$ cat config.mk
export PLATFORM = sky130hd
export DESIGN_NAME = fifo_wr_arbiter
export DESIGN_NICKNAME = d
export VERILOG_FILES = /design/src/rtl/fifo_arb_pkg.sv /design/src/rtl/fifo_wr_arbiter_rr_pick.sv /design/src/rtl/fifo_wr_arbiter.sv
export SDC_FILE = /design/constraint.sdc
export NUM_CORES = 1
export LEC_CHECK = 0
export ABC_AREA = 1
export BUFFER_PORTS_ARGS = -buffer_cell sky130_fd_sc_hd__buf_2
export CORE_MARGIN = 2
export CORE_UTILIZATION = 40
export DETAILED_ROUTE_END_ITERATION = 12
export GPL_TIMING_DRIVEN = 0
export PLACE_DENSITY = 0.78
export SLEW_MARGIN = 10
export SYNTH_ARGS = -nofsm -noshare
export SYNTH_HDL_FRONTEND = slang
export SYNTH_SLANG_ARGS = --single-unit
$ cat constraint.sdc
create_clock -name clk -period 1.54 [get_ports clk]
set_clock_uncertainty 0.15 [all_clocks]
set_input_delay 0.154 -clock clk [delete_from_list [all_inputs] [get_ports clk]]
set_output_delay 0.154 -clock clk [all_outputs]
set_load 0.01 [all_outputs]
$ cat src/rtl/fifo_arb_pkg.sv
// rtl/fifo_arb_pkg.sv - shared types and width helpers for the FIFO write arbiter
//
// Purpose: arbiter FSM state type and the width functions used to size the
// length field and the grant index.

package fifo_arb_pkg;

  typedef enum logic [0:0] {
    IDLE = 1'b0,
    XFER = 1'b1
  } state_t;

  // Width of one burst length field (length is stored as words-1).
  function automatic int len_w(input int max_len);
    return (max_len > 1) ? $clog2(max_len) : 1;
  endfunction

  // Width of a channel index; never zero so a 1-bit port always exists.
  function automatic int idx_w(input int n_req);
    return (n_req > 1) ? $clog2(n_req) : 1;
  endfunction

endpackage

$ cat src/rtl/fifo_wr_arbiter_rr_pick.sv
// rtl/fifo_wr_arbiter_rr_pick.sv - combinational round-robin priority selector
//
// Purpose: finds the first asserted request scanning upward from
// last_grant+1, wrapping modulo N_REQ, so last_grant itself is checked last.
// Ports:
//   req         in   N_REQ  request vector
//   last_grant  in   IDX_W  most recently granted channel (must be < N_REQ)
//   pick        out  IDX_W  selected channel, 0 when nothing requests
//   any         out  1      at least one request is asserted

module rr_pick #(
  parameter int N_REQ = 3,
  parameter int IDX_W = 2
) (
  input  logic [N_REQ-1:0] req,
  input  logic [IDX_W-1:0] last_grant,
  output logic [IDX_W-1:0] pick,
  output logic             any
);

  logic [IDX_W-1:0] idx;

  always_comb begin
    pick = '0;
    any  = 1'b0;
    idx  = last_grant;
    for (int off = 0; off < N_REQ; off++) begin
      // Explicit wrap keeps the scan modulo N_REQ rather than 2^IDX_W.
      idx = (idx == IDX_W'(N_REQ - 1)) ? '0 : idx + IDX_W'(1);
      if (!any && req[idx]) begin
        any  = 1'b1;
        pick = idx;
      end
    end
  end

endmodule

$ cat src/rtl/fifo_wr_arbiter.sv
// rtl/fifo_wr_arbiter.sv - round-robin burst arbiter for the async FIFO write port
//
// Purpose: shares winc/wdata/wfull between N_REQ producer channels. A grant is
// held for the whole burst so packets never interleave.
// Ports:
//   clk       in   1            write-domain clock (FIFO wclk)
//   rst_n     in   1            asynchronous active-low reset
//   req       in   N_REQ        per-channel burst request, held until last ack
//   len       in   N_REQ*LEN_W  per-channel burst length-1, sampled at grant
//   data      in   N_REQ*WIDTH  per-channel current word, stable until acked
//   ack       out  N_REQ        one-hot: channel's current word written this cycle
//   winc      out  1            FIFO write request
//   wdata     out  WIDTH        FIFO write data
//   wfull     in   1            FIFO full flag
//   busy      out  1            burst in progress
//   grant_id  out  IDX_W        current or last granted channel
//   pkt_done  out  1            pulse on the accepted last word of a burst
//   abort     out  1            pulse when a burst ends because req dropped

module fifo_wr_arbiter
  import fifo_arb_pkg::*;
#(
  parameter int N_REQ   = 3,
  parameter int WIDTH   = 8,
  parameter int MAX_LEN = 16,
  parameter int LEN_W   = len_w(MAX_LEN),
  localparam int IDX_W  = idx_w(N_REQ)
) (
  input  logic                   clk,
  input  logic                   rst_n,
  input  logic [N_REQ-1:0]       req,
  input  logic [N_REQ*LEN_W-1:0] len,
  input  logic [N_REQ*WIDTH-1:0] data,
  output logic [N_REQ-1:0]       ack,
  output logic                   winc,
  output logic [WIDTH-1:0]       wdata,
  input  logic                   wfull,
  output logic                   busy,
  output logic [IDX_W-1:0]       grant_id,
  output logic                   pkt_done,
  output logic                   abort
);

  state_t           state, state_next;
  logic [LEN_W-1:0] cnt, cnt_next;
  logic [IDX_W-1:0] grant_next;
  logic [IDX_W-1:0] last_grant, last_next;
  logic [IDX_W-1:0] pick;
  logic             any;
  logic             accept;

  rr_pick #(
    .N_REQ (N_REQ),
    .IDX_W (IDX_W)
  ) u_rr_pick (
    .req        (req),
    .last_grant (last_grant),
    .pick       (pick),
    .any        (any)
  );

  always_ff @(posedge clk or negedge rst_n) begin
    if (!rst_n) begin
      state      <= IDLE;
      cnt        <= '0;
      grant_id   <= '0;
      // Channel 0 must win the first arbitration after reset.
      last_grant <= IDX_W'(N_REQ - 1);
    end else begin
      state      <= state_next;
      cnt        <= cnt_next;
      grant_id   <= grant_next;
      last_grant <= last_next;
    end
  end

  always_comb begin
    state_next = state;
    cnt_next   = cnt;
    grant_next = grant_id;
    last_next  = last_grant;
    winc       = 1'b0;
    busy       = 1'b0;
    wdata      = '0;
    ack        = '0;
    pkt_done   = 1'b0;
    abort      = 1'b0;
    accept     = 1'b0;

    case (state)
      IDLE: begin
        if (any) begin
          grant_next = pick;
          cnt_next   = len[int'(pick)*LEN_W +: LEN_W];
          state_next = XFER;
        end
      end

      XFER: begin
        // winc stays high through wfull; the FIFO gates the write itself.
        winc   = 1'b1;
        busy   = 1'b1;
        wdata  = data[int'(grant_id)*WIDTH +: WIDTH];
        accept = winc & ~wfull;
        if (accept) begin
          ack[grant_id] = 1'b1;
          if (cnt == '0) begin
            pkt_done   = 1'b1;
            last_next  = grant_id;
            state_next = IDLE;
          end else begin
            cnt_next = cnt - LEN_W'(1);
          end
        end else if (!req[grant_id]) begin
          // A word written this cycle wins over a dropped request.
          abort      = 1'b1;
          last_next  = grant_id;
          state_next = IDLE;
        end
      end

      default: state_next = IDLE;
    endcase
  end

endmodule

==> results of run 1 <==
==> flip-flops by register name, indices dropped and copies added, names as in the netlist <==
| signal | cells |
|---|---|
| cnt | 4 |
| state | 1 |
| grant_id | 2 |
| last_grant | 2 |
==> cell families (layout without fill, tap and decap cells) <==
family | after synthesis | after routing | share of synthesized area [%]
and+or+nand+nor | 128 | 128 | 52.96
buffers and inverters | 37 | 121 | 14.05
AOI/OAI and AO/OA | 12 | 12 | 8.014
DFF | 9 | 9 | 21.02
adders and majority gates | 2 | 2 | 2.323
xor gates and xnor gates | 2 | 2 | 1.626
==> final cells by class <==
type                    count  area share (%)
plain buffers               5           3.154
clock buffers               4           1.380
inverters                  32           7.556
multi-input cells         144           48.03
flip-flops and latches      9           12.02
well taps                  30           1.971
repair buffers             80           25.89
==> per-stage QoR <==
stage / hold slack, ns / power (mW) / worst slack, ns
2_1_floorplan: -0.2916 / 2.008 / -0.1671
3_3_place_gp: -0.1328 / 2.504 / -0.3041
3_5_place_dp: -0.1347 / 2.528 / -0.3293
4_1_cts: 0.04079 / 3.342 / -0.3190
5_1_grt: 0.07929 / 4.255 / -0.4903
6_report: 0.04964 / 3.860 / -0.3619
==> repair_timing <==
item | 4_1_cts | 5_1_grt
hold buffers | 1 | 0
setup endpoints to repair | 22 | 22
gates resized for setup | 41 | 45
cloned | 0 | 1
pin swaps | 28 | 35
endpoints found under the hold margin | 9 | 0
setup buffers | 19 | 3
==> routing by layer <==
| layer | vias up | wire [microns] |
|---|---|---|
| met3 | 6 | 264 |
| met4 | 0 | 57 |
| met2 | 61 | 1872 |
| met5 | - | 0 |
| met1 | 636 | 1440 |
| li1 | 760 | - |
==> cells in the final DEF (no fill, tap or decap), types with 2 or more instances in the layout <==
cell	Yosys	final
a21oi_1	5	2
a21oi_2	0	2
buf_2	1	57
buf_4	1	18
buf_6	1	6
buf_8	0	2
clkbuf_4	0	3
dfrtp_1	8	6
dfrtp_2	0	2
inv_1	28	22
inv_2	3	3
inv_4	0	4
nand2_1	70	51
nand2_2	3	17
nand2_4	0	5
nand3_1	27	19
nand3_2	1	8
nand3b_1	2	2
nor2_1	16	12
nor2_4	2	7
nor3_2	0	3
o21ai_1	0	2
o21ai_2	0	2
==> synthesized netlist by cell type (2+ instances only) <==
cell and count:
a21oi_1 5, dfrtp_1 8, ha_1 2, inv_1 28, inv_2 3, nand2_1 70
nand2_2 3, nand3_1 27, nand3b_1 2, nor2_1 16, nor2_2 2, nor2_4 2
nor3_1 3, o21ai_0 4
==> path summary, 6_finish.rpt <==
| check | end | cells after the start | from | slack, ns |
|---|---|---|---|---|
| hold / removal | cnt[0] | 5 | len[8] | 0.05 |
| max in group asynchronous | last_grant[1] | 2 | rst_n | 0.88 |
| setup reg to reg | cnt[3] | 12 | last_grant[1] | -0.36 |
| hold reg to reg | cnt[3] | 2 | cnt[3] | 0.39 |
| min in group asynchronous | cnt[0] | 2 | rst_n | 0.12 |
| setup / recovery | cnt[3] | 12 | last_grant[1] | -0.36 |
==> power breakdown <==
| group | switching (mW) | internal [mW] |
|---|---|---|
| registers | 0.134 | 0.367 |
| logic | 1.76 | 1.41 |
| clock network | 0.0909 | 0.100 |
| total | 1.99 | 1.87 |
==> worst register-to-register path: stages (launching register included) <==
cell	delay (ns)
dfstp_2	0.54
buf_8	0.14
nor2_4	0.06
nand2_2	0.07
nand2_2	0.06
nor2_4	0.12
nand4_1	0.18
nand2_4	0.17
inv_4	0.06
nand3_1	0.08
nand2_1	0.06
nand2_1	0.07
nand2_1	0.04
==> impl_metrics.ini, run 1 <==
[outcome]
outcome = finished with violations
violations = negative setup slack

[setup_path]
arrival_ns = 1.91
critPathMostFrequentCell = nand2_1
cp_num_buf_inv = 2
required_ns = 1.55
start_kind = flip-flop
crit_family = simple AND/OR/NAND/NOR gates
crit_fanout = 8
slowest_delay_ns = 0.54
cp-end-kind = flip-flop
cp_cell_sequence = buf_8 > nor2_4 > nand2_2 > nand2_2 > nor2_4 > nand4_1 > nand2_4 > inv_4 > nand3_1 > nand2_1 > nand2_1 > nand2_1
cp_slowest_cell = dfstp_2
crit_type = flip-flop to flip-flop

[timing]
tns_ns = -3.358
timing.fmax_mhz = 525.8
finalHoldViolCount = 0
worst_slack_ns = -0.3619
setup_violations = 20
max_slew_margin_pct = 81.68
slew_viol_final = 0
period_share_pct = 123.5
tightest_slew_ns = 0.2749
min_period_ns = 1.902
rsz0062_at_grt = yes

[power]
power-per-cell-area_nw_per_um2 = 2027
vdd_drop_max_mv = 1.614
p_leak_nw = 1.093

[detailed_routing]
post_drt_wl_per_cell_microns = 11.95
ant_nets = 0
wirelength_microns = 3634
drtPass1Iterations = 4
routed_via_density = 4.813
drc = 0
first_iter_violations = 49
via_count = 1463

[grt]
met1_usage_pct = 25.18
grt_usage_pct = 21.78
grt_pass1_wl_microns = 5602
gr-usage-met2_pct = 39.80
grt_max_degree = 11
busiest_layer = met2
grt_overflow = 0
gr-usage-met3_pct = 3.023
grt_antenna_before_repair = 0
grt_pass1_vias = 1393

[yosys]
synth_top_cell_area_share_pct = 24.39
synth_area_leaders = nand2_1 (24%), dfrtp_1 (19%), nand3_1 (13%), inv_1 (9.8%), nor2_1 (5.6%)
synth.avg_cell_area_sq_um = 5.670
ys_types = 29
synth_fp_nets = 234
synth-async-reset-ratio_pct = 100.0
synth_top_area_cell = nand2_1
synth_edf_count = 0
synth_seq_area_share_pct = 21.02
synth_area_sq_um = 1077
synth_warnings = 0
synth_cells = 190
synth_flop_cell = dfrtp_1
synth_seq_cells = 9

[floorplan]
pin_count = 59
core_sq_um = 2522
die_h_microns = 55.90
initial_utilization_pct = 42.71
dieArea_sq_um = 3124
dieWidth_microns = 55.90
placementRows = 18

[clock_tree]
cts_root_buf = clkbuf_4
clock_latency_ns = 0.27
cts_made_buffers = 3
tritoncts = yes
cts_max_path_buffers = 2
cts.sinks = 9
clkTransAtPathRegs_ns = 0.06
cts_max_level = 1

[placement]
gp_congestion = 0.7736
place_inst = 278
port_buffers = 58
dp_hpwl_microns = 2244
placed_cell_area_sq_um = 1410

[finish]
fin_area_sq_um = 1904
n_antenna_cell = 0
multi_input_area_sq_um = 914.6
drive_above_1_share_pct = 55.11
final_core_util_pct = 75.50
fillerInstances = 204
nets = 319
area_growth_pct = 76.77
seqCellArea_sq_um = 229.0
stdcell_count = 304

[min_path]
hold_path.class = input pin to flip-flop

[flow_run]
cap_viol_max_count = 0
No activity file was read; power rests on OpenSTA's default activity.
==> run 2: changes to the inputs <==
CORE_UTILIZATION = 27   (was 40)
PLACE_DENSITY = 0.57   (was 0.78)
==> run 2 against run 1 <==
Net effect: the flow still finishes with violations (negative setup slack); flip-flop and latch count stayed put; register-to-register slack gained 0.05 ns; worst setup slack better by 0.049 ns; largest power group unchanged.
==> impl_metrics.ini, run 2 (synthesis gave the netlist of run 1 again) <==
[outcome]
outcome = finished with violations
violations = negative setup slack

[finish]
largest_reg_flops = 4
fin_area_sq_um = 1933
stdcell_count = 319
area_growth_pct = 79.44
fillerInstances = 365
final_common_cell = buf_2
multi_input_area_sq_um = 942.2
layout_common_cells = buf_2 (56), nand2_1 (48), inv_1 (20)
drive_above_1_share_pct = 57.20
final_core_util_pct = 51.64
nets = 316
regMostFlops = cnt
n_antenna_cell = 0
seqCellArea_sq_um = 230.2
reg.largest.list = cnt x4, grant_id x2, last_grant x2

[grt]
grt_pass1_vias = 1240
grt_max_degree = 11
grt_usage_pct = 15.38
grt_overflow = 0
grt_pass1_wl_microns = 5299
grt_antenna_before_repair = 0

[placement]
place_inst = 296
gp_congestion = 0.7645
post-place-ws_ns = -0.3755
placed_cell_area_sq_um = 1433
dp_hpwl_microns = 2496
port_buffers = 58

[timing]
tightest_slew_ns = 0.2542
max_slew_margin_pct = 83.06
rsz0062_at_grt = yes
finalHoldViolCount = 0
setup_violations = 19
hold_ws_ns = 0.08654
timing.fmax_mhz = 539.7
min_period_ns = 1.853
tns_ns = -2.937
period_share_pct = 120.3
worst_slack_ns = -0.3128
slew_viol_final = 0

[setup_path]
arrival_ns = 1.83
crit_fanout = 8
rrSetupSlack_ns = -0.31
crit_family = simple AND/OR/NAND/NOR gates
start_kind = flip-flop
worstReg2RegEnd = cnt[1]
critPathMostFrequentCell = nand2_1
cp_cell_sequence = buf_8 > nand2_1 > nand3_4 > nand3b_1 > a22oi_4 > nor2_1 > nand2_1 > nand2_1
required_ns = 1.51
crit_type = flip-flop to flip-flop
cp-end-kind = flip-flop
cp_slowest_cell = dfstp_2
reg2reg_depth = 8
slowest_delay_ns = 0.53
cp_num_buf_inv = 1
reg2reg_from = last_grant[1]

[floorplan]
placementRows = 22
initial_utilization_pct = 28.78
dieWidth_microns = 67.17
dieArea_sq_um = 4511
pin_count = 59
die_h_microns = 67.17
core_sq_um = 3744

[detailed_routing]
drc = 0
ant_nets = 0
via_count = 1455
routed_via_density = 4.561
post_drt_wl_per_cell_microns = 11.07
wirelength_microns = 3531
drtPass1Iterations = 4
first_iter_violations = 35

[clock_tree]
cts_made_buffers = 3
clock_latency_ns = 0.23
cts_max_level = 1
clkTransAtPathRegs_ns = 0.05
cts_max_path_buffers = 2
cts.sinks = 9
tritoncts = yes
cts_root_buf = clkbuf_8

[power]
p_leak_nw = 1.067
combPwrFrac_pct = 79.1
vdd_drop_max_mv = 0.6865
clock_power_share_pct = 7.2
internal-power_mw = 1.891
switching_share_pct = 51.18
finalPower_mw = 3.874
seqPwrFrac_pct = 13.7
power-per-cell-area_nw_per_um2 = 2004
p_sw_mw = 1.983

[flow_run]
cap_viol_max_count = 0

[min_path]
hold-path-cell-count = 5
hold_path.class = input pin to flip-flop
worstHoldStart = len[11]
min_to = cnt[3]
[run 2: cell count changes in the layout (fill, tap and decap cells not counted), moves of 2 or more]
cell / change
clkbuf_4: -3
nand2_1: -3
inv_2: +2
inv_1: -2
nand3_4: +2
buf_6: -2
nand3_2: +3
clkbuf_8: +4
nand3_1: -5
nand2_2: +2
[run 2: tightest hold or removal path, delay by kind of cell]
kind | cells | cell delay (ns)
buffers and inverters | 1 | 0.09
and+or+nand+nor | 3 | 0.14
AOI/OAI and AO/OA | 1 | 0.05
[run 2: cell type report]
| type | instances | share of cell area [%] |
|---|---|---|
| clock buffers | 4 | 2.330 |
| repair buffers | 76 | 23.43 |
| multi-input cells | 144 | 48.74 |
| well taps | 48 | 3.107 |
| plain buffers | 5 | 2.783 |
| inverters | 32 | 7.443 |
| flip-flops and latches | 9 | 11.91 |
| repair inverters | 1 | 0.2589 |
[run 2: repair_timing]
item	4_1_cts	5_1_grt
hold buffers	1	0
setup buffers	15	1
pin swaps	27	28
gates cloned	1	1
resized for setup	50	41
endpoints found under the setup margin	22	22
hold endpoints to repair	9	0
[run 2: metal layers]
metal	up-vias	share of wire, %	global-route usage, %
met4	0	0.76	4.592
met5	-	0	0
met1	639	42	19.08
li1	756	-	-
met3	4	9.8	3.167
met2	56	47	26.73
[run 2: power by group through the flow]
stage          sequential [mW]  combinational, mW  clock (mW)
2_1_floorplan            0.481               1.53           0
3_3_place_gp             0.492               2.06           0
3_5_place_dp             0.495               2.06           0
4_1_cts                  0.513               2.66       0.279
5_1_grt                  0.553               3.41       0.296
6_report                 0.532               3.06       0.279
[run 2: worst max path at each step]
| stage | startpoint | endpoint | slack (ns) | cells past startpoint |
|---|---|---|---|---|
| detailed placement | last_grant[1] | cnt[2] | -0.38 | 14 |
| global route | last_grant[1] | cnt[2] | -0.43 | 12 |
| CTS | last_grant[1] | cnt[2] | -0.33 | 14 |
| global placement | last_grant[1] | cnt[2] | -0.34 | 14 |
| finish | last_grant[1] | cnt[1] | -0.31 | 8 |
| floorplan | last_grant[1] | cnt[0] | -0.17 | 14 |
==> run 3: changes to the inputs <==
ABC_AREA = not set   (was 1)
PLACE_DENSITY = 0.59   (was 0.57)
==> run 3 against run 2 <==
Net effect: the run still ends with negative setup slack left; worst setup slack better by 0.011 ns; maximum frequency is 0.62% higher; sequential power is 3.9% lower; clock power is 29% lower; total power is 21% lower.
==> impl_metrics.ini, run 3 <==
[yosys]
ys_types = 40
synth_top_area_cell = dfrtp_1
synth_cells = 116
synth-async-reset-ratio_pct = 100.0
synth_top_cell_area_share_pct = 20.89
synth.avg_cell_area_sq_um = 8.262
synth_flop_cell = dfrtp_1
synth_edf_count = 0
synth_warnings = 0
synth_area_sq_um = 958.4
synth_area_leaders = dfrtp_1 (21%), mux2i_1 (11%), nor2_1 (9.0%), a21oi_1 (5.2%), mux2_4 (4.7%)
synth_most_common_cell = nor2_1
synth_fp_nets = 160
synth_seq_area_share_pct = 23.63
synth_seq_cells = 9
synthTopCellsByCount = nor2_1 (23), mux2i_1 (11), a21oi_1 (10)

[floorplan]
placementRows = 21
core_sq_um = 3363
pin_count = 59
dieArea_sq_um = 4042
initial_utilization_pct = 28.50
die_h_microns = 63.58
dieWidth_microns = 63.58

[setup_path]
cp-end-kind = flip-flop
crit_fanout = 5
arrival_ns = 1.84
required_ns = 1.53
start_kind = flip-flop
crit_type = flip-flop to flip-flop

[finish]
stdcell_count = 237
largest_reg_flops = 4
multi_input_area_sq_um = 785.8
final_core_util_pct = 47.88
reg.largest.list = cnt x4, grant_id x2, last_grant x2
drive_above_1_share_pct = 58.12
fillerInstances = 361
n_antenna_cell = 0
seqCellArea_sq_um = 227.7
regMostFlops = cnt
nets = 236
final_common_cell = buf_2
layout_common_cells = buf_2 (58), nor2_1 (22), buf_4 (12)
area_growth_pct = 68.02
fin_area_sq_um = 1610

[grt]
grt_pass1_vias = 1189
grt_max_degree = 12
grt_pass1_wl_microns = 5368
grt_usage_pct = 16.52
grt_overflow = 0
grt_antenna_before_repair = 0

[clock_tree]
cts_max_level = 1
clkTransAtPathRegs_ns = 0.08
cts.sinks = 9
cts_root_buf = clkbuf_4
clock_latency_ns = 0.28
cts_max_path_buffers = 2
cts_made_buffers = 3
tritoncts = yes

[detailed_routing]
post_drt_wl_per_cell_microns = 13.63
drtPass1Iterations = 4
routed_via_density = 4.899
first_iter_violations = 12
drc = 0
ant_nets = 0
wirelength_microns = 3230
via_count = 1161

[power]
power-per-cell-area_nw_per_um2 = 1895
vdd_drop_max_mv = 0.8125
finalPower_mw = 3.052
p_leak_nw = 0.7691

[placement]
gp_congestion = 0.8191
port_buffers = 58
post-place-ws_ns = -0.3168
placed_cell_area_sq_um = 1315
dp_hpwl_microns = 2281
place_inst = 220

[timing]
finalHoldViolCount = 0
max_slew_margin_pct = 70.16
tns_ns = -3.182
min_period_ns = 1.841
timing.fmax_mhz = 543.1
period_share_pct = 119.6
hold_ws_ns = 0.01671
tightest_slew_ns = 0.4450
slew_viol_final = 0
worst_slack_ns = -0.3014
rsz0062_at_grt = yes
setup_violations = 20

[outcome]
violations = negative setup slack
outcome = finished with violations

[flow_run]
cap_viol_max_count = 0

[min_path]
hold_path.class = input pin to flip-flop
run 3: cell count changes in the layout (fill, tap and decap cells not counted), sizes merged, moves of 3 or more:
cell	before	now
mux2i	0	11
a21oi	5	10
nor3b	0	3
buf	79	76
nand2	73	3
a211oi	0	4
nand3	28	0
nor2	20	23
mux2	0	4
inv	30	5
nor2b	0	4
run 3: cells by family (layout without fill, tap and decap cells):
| group | Yosys count | after routing | share of synthesized area [%] |
|---|---|---|---|
| AND/OR/NAND/NOR | 44 | 44 | 23.50 |
| AO/OA/AOI/OAI | 32 | 32 | 25.85 |
| multiplexers | 15 | 15 | 17.36 |
| buffers and inverters | 14 | 89 | 7.049 |
| flip-flops | 9 | 9 | 23.63 |
| adder cells (fa/ha/maj) | 2 | 2 | 2.611 |
run 3: layout make-up:
class	count	share of cell area, %
Buffer	7	4.040
Clock buffer	4	1.632
Timing Repair Buffer	72	26.18
Tap cell	46	3.574
Inverter	6	1.632
Sequential cell	9	14.14
Multi-Input combinational cell	93	48.80
run 3: worst paths after layout:
kind	startpoint	endpoint	slack [ns]	cells past startpoint
setup / recovery	grant_id[1]	last_grant[0]	-0.30	5
hold / removal	len[4]	cnt[0]	0.02	3
setup reg to reg	grant_id[1]	last_grant[0]	-0.30	5
hold reg to reg	last_grant[0]	last_grant[0]	0.47	1
max in group asynchronous	rst_n	last_grant[1]	0.86	2
min in group asynchronous	rst_n	cnt[0]	0.10	2
run 3: repair_timing:
item                                   4_1_cts  5_1_grt
setup endpoints to repair                   20       20
buffers inserted                             7        6
pin swaps                                   11        5
endpoints found under the hold margin        9        0
gates resized for setup                     24       11
cloned                                       0        0
hold buffers                                 1        0
run 3: worst max-delay path: stages, from the launching register on:
cell	delay (ns)
dfrtp_1	0.38
buf_6	0.14
mux2_4	0.30
a221oi_4	0.25
o21bai_4	0.19
mux2_4	0.31
run 3: power by group:
group          internal, mW  switching (mW)  total (mW)
logic                  1.19            1.15        2.34
clock network         0.100          0.0975       0.198
registers             0.366           0.146       0.511
total                  1.66            1.40        3.05
run 3: layer usage:
metal / part of all wire, % / vias up / global-route usage, %
li1: - / 567 / -
met1: 44 / 547 / 20.30
met2: 50 / 43 / 28.29
met3: 5.5 / 4 / 3.214
met4: 0.84 / 0 / 6.250
met5: 0 / - / 0
